File: src/rtl/serial_parity_rx_if.sv
// serial_parity_rx_if
//   Bundle between a serial pin, the parity-checking receiver and the
//   byte-wide consumer.
//   master : receiver side. It reads rx and drives the result signals.
//   slave  : pin/consumer side. It drives rx and reads the results.
//   Signals:
//     rx          serial line, idles high
//     data_out    last received data word (DATA_BITS wide)
//     valid       one-cycle pulse when data_out and the error flags update
//     parity_err  parity mismatch on the last frame
//     frame_err   stop bit sampled low on the last frame
//     busy        a frame is in progress
interface serial_parity_rx_if #(
  parameter int DATA_BITS = 8
);
  logic                 rx;
  logic [DATA_BITS-1:0] data_out;
  logic                 valid;
  logic                 parity_err;
  logic                 frame_err;
  logic                 busy;

  modport master (
    input  rx,
    output data_out, valid, parity_err, frame_err, busy
  );

  modport slave (
    output rx,
    input  data_out, valid, parity_err, frame_err, busy
  );
endinterface

File: src/rtl/serial_parity_rx.sv
// serial_parity_rx
//   Receives one serial frame (start, DATA_BITS data LSB first, parity, stop)
//   that is oversampled by clk at CLKS_PER_BIT cycles per bit. Each bit is
//   sampled mid-bit. A running XOR checks parity, and the stop bit is checked
//   for a framing error. The data word, parity_err and frame_err update
//   together with a one-cycle valid pulse on the cycle after the stop sample.
//   Ports:
//     clk    system clock, rising edge
//     rst_n  asynchronous active-low reset
//     bus    serial_parity_rx_if.master (rx in; data_out/valid/parity_err/
//            frame_err/busy out)
//   Optional feature (macro RX_SYNC_EN): rx passes through a two-flop
//   synchroniser before the FSM. All sample points and valid move 2 cycles
//   later relative to the pin.
module serial_parity_rx #(
  parameter int DATA_BITS    = 8,
  parameter int CLKS_PER_BIT = 4,
  parameter bit ODD_PARITY   = 1'b0
) (
  input logic               clk,
  input logic               rst_n,
  serial_parity_rx_if.master bus
);
  localparam int CW = $clog2(CLKS_PER_BIT);
  localparam int IW = $clog2(DATA_BITS + 3);
  localparam logic [CW-1:0] CNT_LAST  = CW'(CLKS_PER_BIT - 1);
  localparam logic [CW-1:0] CNT_HALF  = CW'(CLKS_PER_BIT / 2);
  localparam logic [IW-1:0] IDX_LAST  = IW'(DATA_BITS - 1);
  localparam logic [IW-1:0] IDX_DONE  = IW'(DATA_BITS + 2);

  typedef enum logic [2:0] {IDLE, START, DATA, PARITY, STOP} state_t;

  state_t               state, state_nxt;
  logic [CW-1:0]        cnt;
  logic [IW-1:0]        idx;
  logic [DATA_BITS-1:0] shreg;
  logic [DATA_BITS:0]   shift_in;
  logic                 acc;
  logic                 stop_low;
  logic                 rx_s;
  logic                 tick;
  logic                 done;

`ifdef RX_SYNC_EN
  logic rx_p0, rx_p1;

  // synchroniser stage: pin -> rx_p0 -> rx_p1 -> FSM
  always_ff @(posedge clk or negedge rst_n) begin
    if (!rst_n) begin
      rx_p0 <= 1'b1;
      rx_p1 <= 1'b1;
    end else begin
      rx_p0 <= bus.rx;
      rx_p1 <= rx_p0;
    end
  end
  assign rx_s = rx_p1;
`else
  assign rx_s = bus.rx;
`endif

  // The counter is preloaded to half a bit on the start edge, so the same
  // wrap point gives the mid-bit sample for the start bit and all later bits.
  assign tick     = (cnt == CNT_LAST);
  assign shift_in = {rx_s, shreg};

  always_ff @(posedge clk or negedge rst_n) begin
    if (!rst_n) state <= IDLE;
    else        state <= state_nxt;
  end

  always_comb begin
    state_nxt = state;
    unique case (state)
      IDLE:    if (!rx_s) state_nxt = START;
      START:   if (tick) state_nxt = rx_s ? IDLE : DATA;
      DATA:    if (tick && (idx == IDX_LAST)) state_nxt = PARITY;
      PARITY:  if (tick) state_nxt = STOP;
      STOP:    if (done) state_nxt = IDLE;
      default: state_nxt = IDLE;
    endcase
  end

  // idx reaches IDX_DONE after the stop sample. That extra STOP cycle is
  // the completion cycle, so busy drops together with the valid pulse.
  always_comb begin
    bus.busy = (state != IDLE);
    done     = (state == STOP) && (idx == IDX_DONE);
  end

  // Bit timing, shift register and parity accumulator
  always_ff @(posedge clk or negedge rst_n) begin
    if (!rst_n) begin
      cnt      <= '0;
      idx      <= '0;
      shreg    <= '0;
      acc      <= 1'b0;
      stop_low <= 1'b0;
    end else begin
      if (state == IDLE) begin
        cnt <= CNT_HALF;
        idx <= '0;
      end else begin
        cnt <= tick ? '0 : cnt + 1'b1;
      end
      if (tick) begin
        unique case (state)
          START: begin
            acc <= ODD_PARITY;
            idx <= '0;
          end
          DATA: begin
            // Shift in from the top. After DATA_BITS samples, bit 0 holds
            // the first (LSB) bit received.
            shreg <= shift_in[DATA_BITS:1];
            acc   <= acc ^ rx_s;
            idx   <= idx + 1'b1;
          end
          PARITY: begin
            acc <= acc ^ rx_s;
            idx <= idx + 1'b1;
          end
          STOP: begin
            stop_low <= ~rx_s;
            idx      <= idx + 1'b1;
          end
          default: ;
        endcase
      end
    end
  end

  // Result registers: flags hold until the next completed frame
  always_ff @(posedge clk or negedge rst_n) begin
    if (!rst_n) begin
      bus.valid      <= 1'b0;
      bus.data_out   <= '0;
      bus.parity_err <= 1'b0;
      bus.frame_err  <= 1'b0;
    end else begin
      bus.valid <= done;
      if (done) begin
        bus.data_out   <= shreg;
        bus.parity_err <= acc;
        bus.frame_err  <= stop_low;
      end
    end
  end
endmodule

File: src/flat_wrapper.sv
// flat-port wrapper written by rule: the top's interface ports become plain ports
module serial_parity_rx_flat 
#(
  parameter int DATA_BITS    = 8,
  parameter int CLKS_PER_BIT = 4,
  parameter bit ODD_PARITY   = 1'b0
)
  (clk, rst_n, bus_rx, bus_data_out, bus_valid, bus_parity_err, bus_frame_err, bus_busy);
  serial_parity_rx_if #(.DATA_BITS(DATA_BITS)) bus_i ();
  input logic clk;
  input logic rst_n;
  input wire logic [$bits(bus_i.rx)-1:0] bus_rx;
  output wire logic [$bits(bus_i.data_out)-1:0] bus_data_out;
  output wire logic [$bits(bus_i.valid)-1:0] bus_valid;
  output wire logic [$bits(bus_i.parity_err)-1:0] bus_parity_err;
  output wire logic [$bits(bus_i.frame_err)-1:0] bus_frame_err;
  output wire logic [$bits(bus_i.busy)-1:0] bus_busy;
  assign bus_i.rx = bus_rx;
  assign bus_data_out = bus_i.data_out;
  assign bus_valid = bus_i.valid;
  assign bus_parity_err = bus_i.parity_err;
  assign bus_frame_err = bus_i.frame_err;
  assign bus_busy = bus_i.busy;
  serial_parity_rx #(.DATA_BITS(DATA_BITS), .CLKS_PER_BIT(CLKS_PER_BIT), .ODD_PARITY(ODD_PARITY)) u_core (.clk(clk), .rst_n(rst_n), .bus(bus_i));
endmodule
File: config.mk
export PLATFORM = sky130hd
export DESIGN_NAME = serial_parity_rx_flat
export DESIGN_NICKNAME = d
export VERILOG_FILES = /design/src/rtl/serial_parity_rx_if.sv /design/src/rtl/serial_parity_rx.sv /design/src/flat_wrapper.sv
export SDC_FILE = /design/constraint.sdc
export NUM_CORES = 1
export LEC_CHECK = 0
export BUFFER_PORTS_ARGS = -buffer_cell sky130_fd_sc_hd__clkbuf_2
export CAP_MARGIN = 20
export CORE_UTILIZATION = 56
export DETAILED_ROUTE_END_ITERATION = 8
export GPL_ROUTABILITY_DRIVEN = 0
export HOLD_SLACK_MARGIN = 0.15
export PLACE_DENSITY = 0.79
export SLEW_MARGIN = 20
export SYNTH_ARGS = -nofsm -noshare
export SYNTH_HDL_FRONTEND = slang
export SYNTH_SLANG_ARGS = --single-unit
File: constraint.sdc
create_clock -name clk -period 1.94 [get_ports clk]
set_clock_uncertainty 0.05 [all_clocks]
set_input_delay 0.291 -clock clk [delete_from_list [all_inputs] [get_ports clk]]
set_output_delay 0.291 -clock clk [all_outputs]
set_load 0.03 [all_outputs]
==> metrics <==
status complete, no violations; Synth area leader dfrtp_1; cells along the critical path buf_4 -> or3_1 -> clkbuf_2; Tmin final roughly 1900 ps; combinational power share 28.6%; Net Count, Synth approximately 120; mean post-synth cell area 12.0 µm²; total CTS buffers 5; Yosys warning count 0; Netlist Area Pre-Place roughly 1300 µm²; largest net degree at the start of global routing 31; CP max FO 11; chip height 51.1 µm; TritonCTS Sinks 30; first-pass GRT wire length 4440 µm; delay-heaviest family, CP flip-flops; WP data arrival 1520 ps; CTS H-tree lvls 2; top cell type's share of synthesized area 55.7%; Switch Pwr 667 µW; initial antenna violation count 0; Filler Cells Inserted 162; vias in the first global route 949; Power Density between 1000 and 1500 nW/µm²; r2r endpoint u_core.bus.frame_err; Least-Margin Pin Slew 714 ps; CTS clk-pin slew, worst paths 90 ps; MaxCap Viol Count 0; flop2flop setup slack 280 ps; Worst Setup SP u_core.state[2]; number of enable flip-flop cells after synthesis 0; core box area approximately 2200 µm²; CTS tree built; crit path max-delay cell type dfrtp_1; worst setup margin roughly 83 ps; Commonest cells post-synth dfrtp_1 (30), mux2_2 (18), nand2_1 (8), nor2_1 (6), o21ai_0 (6); Hold Path Class in -> reg; Syn Inst Count approximately 110; P&R area growth vs syn 17.3%; critical path depth in cells 3; Netlist cell types 29; num rows 17; pre-CTS WS 282 ps; NumNets Final 140; overall via count from detail_route 941; diode count 0; Worst Setup End Kind output port; Starting Density 60.3%; VDD IR max between 1 and 1.5 mV; total track usage around 24%; CTS resizes 0; Residual DRC 0; RSZ-0062 raised after global routing no; WHS 166 ps; count of buffers from port buffering 14; Clock Tree Root clkbuf_4; crit path kind reg -> out; Post-DRT Antenna Nets 0; CP endpoint bus_busy; synth top area cells dfrtp_1 (56%), mux2_2 (15%), ha_1 (2.8%); worst hold path depth 2; hold buffer count at CTS 1; switch share 31.8%; final WL 2450 µm; worst reg2reg path startpoint u_core.idx[0]; Fin. Hold Viols 0; Top FF cell, synth dfrtp_1; CP Launch Type flop; Seq/Total Area, Yosys 55.7%; drt first-iter violations 38; async set-reset flop share out of synthesis between 90% and 100%; final core utilization between 70% and 80%; full die area 2610 µm²; setup bufs post-CTS 0; final setup TNS 0 ps; Final setup viols 0; slew margin rel. between 50% and 60%; Clock Power Share 31.3%; Tcrit/Tclk final 95.7%; Placed Instances around 150; Crit path largest cell delay 430 ps; Power Internal 1430 µW; most numerous cell in the Yosys netlist dfrtp_1; register bit total from synthesis 30; routed vias/inst 5.77; io pins 15; sequential power share 40.0%; Max Clock Freq about 540 MHz; R2R depth 6; total global routing overflow 0; crit path buf inv count 2; detailed placement HPWL 1600 µm; 1st-pass router iterations 4; clk buf depth 2; WL/cell 15.0 µm; worst path required time 1600 ps; Post-Layout Cell Count 163; share of cells above drive strength 1 between 30% and 40%; die width 51.1 µm; Worst-Skew Late Latency 340 ps; P_leak 0.000764 µW; max-slew violations 0
[flip-flops by register name (all words and copies together) (netlist names)]
name                   count
u_core.acc                 1
u_core.bus.data_out        8
u_core.bus.frame_err       1
u_core.bus.parity_err      1
u_core.bus.valid           1
u_core.cnt                 2
u_core.idx                 4
u_core.shreg               8
u_core.state               3
u_core.stop_low            1
[final cells by class]
type                       count  area, µm²  share of cell area, %
clock inverter                 2       60.1                   3.80
inverter                       3       11.3                  0.713
tap                           28       35.0                   2.22
sequential                    30        751                   47.5
timing repair buffer          20        118                   7.44
clock buffer                   6       51.3                   3.25
multi-input combinational     74        554                   35.1
[power by group through the flow]
stage               registers (µW)  logic [µW]  clock network (µW)
global placement               842         561                   0
finish                         841         601                 658
detailed placement             848         579                   0
CTS                            839         597                 667
floorplan                      829         443                   0
global route                   858         678                 694
[how the worst min path moves through the flow]
stage,start,end,slack [ps]
finish,bus_rx,u_core.stop_low,170
CTS,bus_rx,u_core.stop_low,150
global placement,rst_n,u_core.cnt[1],320
floorplan,rst_n,u_core.acc,-50
detailed placement,rst_n,u_core.cnt[1],330
global route,bus_rx,u_core.stop_low,170
[cell usage in the layout, fill, tap and decap left out, types with 3 or more instances in the layout]
cell type  instances
dfrtp_1           30
mux2_2            18
clkbuf_2          14
nand2_1            8
o21ai_0            6
nor2_1             6
a21oi_1            5
clkbuf_4           5
buf_4              5
inv_1              3
a211oi_1           3
o22ai_1            3
ha_1               3
[metal layers]
metal	track usage (%)	routed length (µm)	share of wire (%)	up-vias
met5	0	0	0	-
met4	9.26	27	1.1	0
met3	9.82	165	6.7	4
met2	35.5	1180	48	38
met1	32.2	1080	44	453
li1	-	-	-	446
[kinds of logic (layout without fill, tap and decap cells)]
| family | count (synthesis) | count (layout) | share of synthesized area [%] |
|---|---|---|---|
| simple gates | 30 | 30 | 12.9 |
| fa+ha+maj | 3 | 3 | 2.79 |
| flops | 30 | 30 | 55.7 |
| compound gates | 23 | 23 | 10.4 |
| mux | 18 | 18 | 15.0 |
| buf+inv | 8 | 31 | 3.16 |
[stage by stage]
stage                     area (µm²)  power, µW
after detailed placement        1460       1430
after global placement          1460       1400
final                           1580       2100
after CTS                       1580       2100
after global routing            1580       2230
after floorplan                 1350       1270
Note: power is estimated with default switching activity, not from simulation.
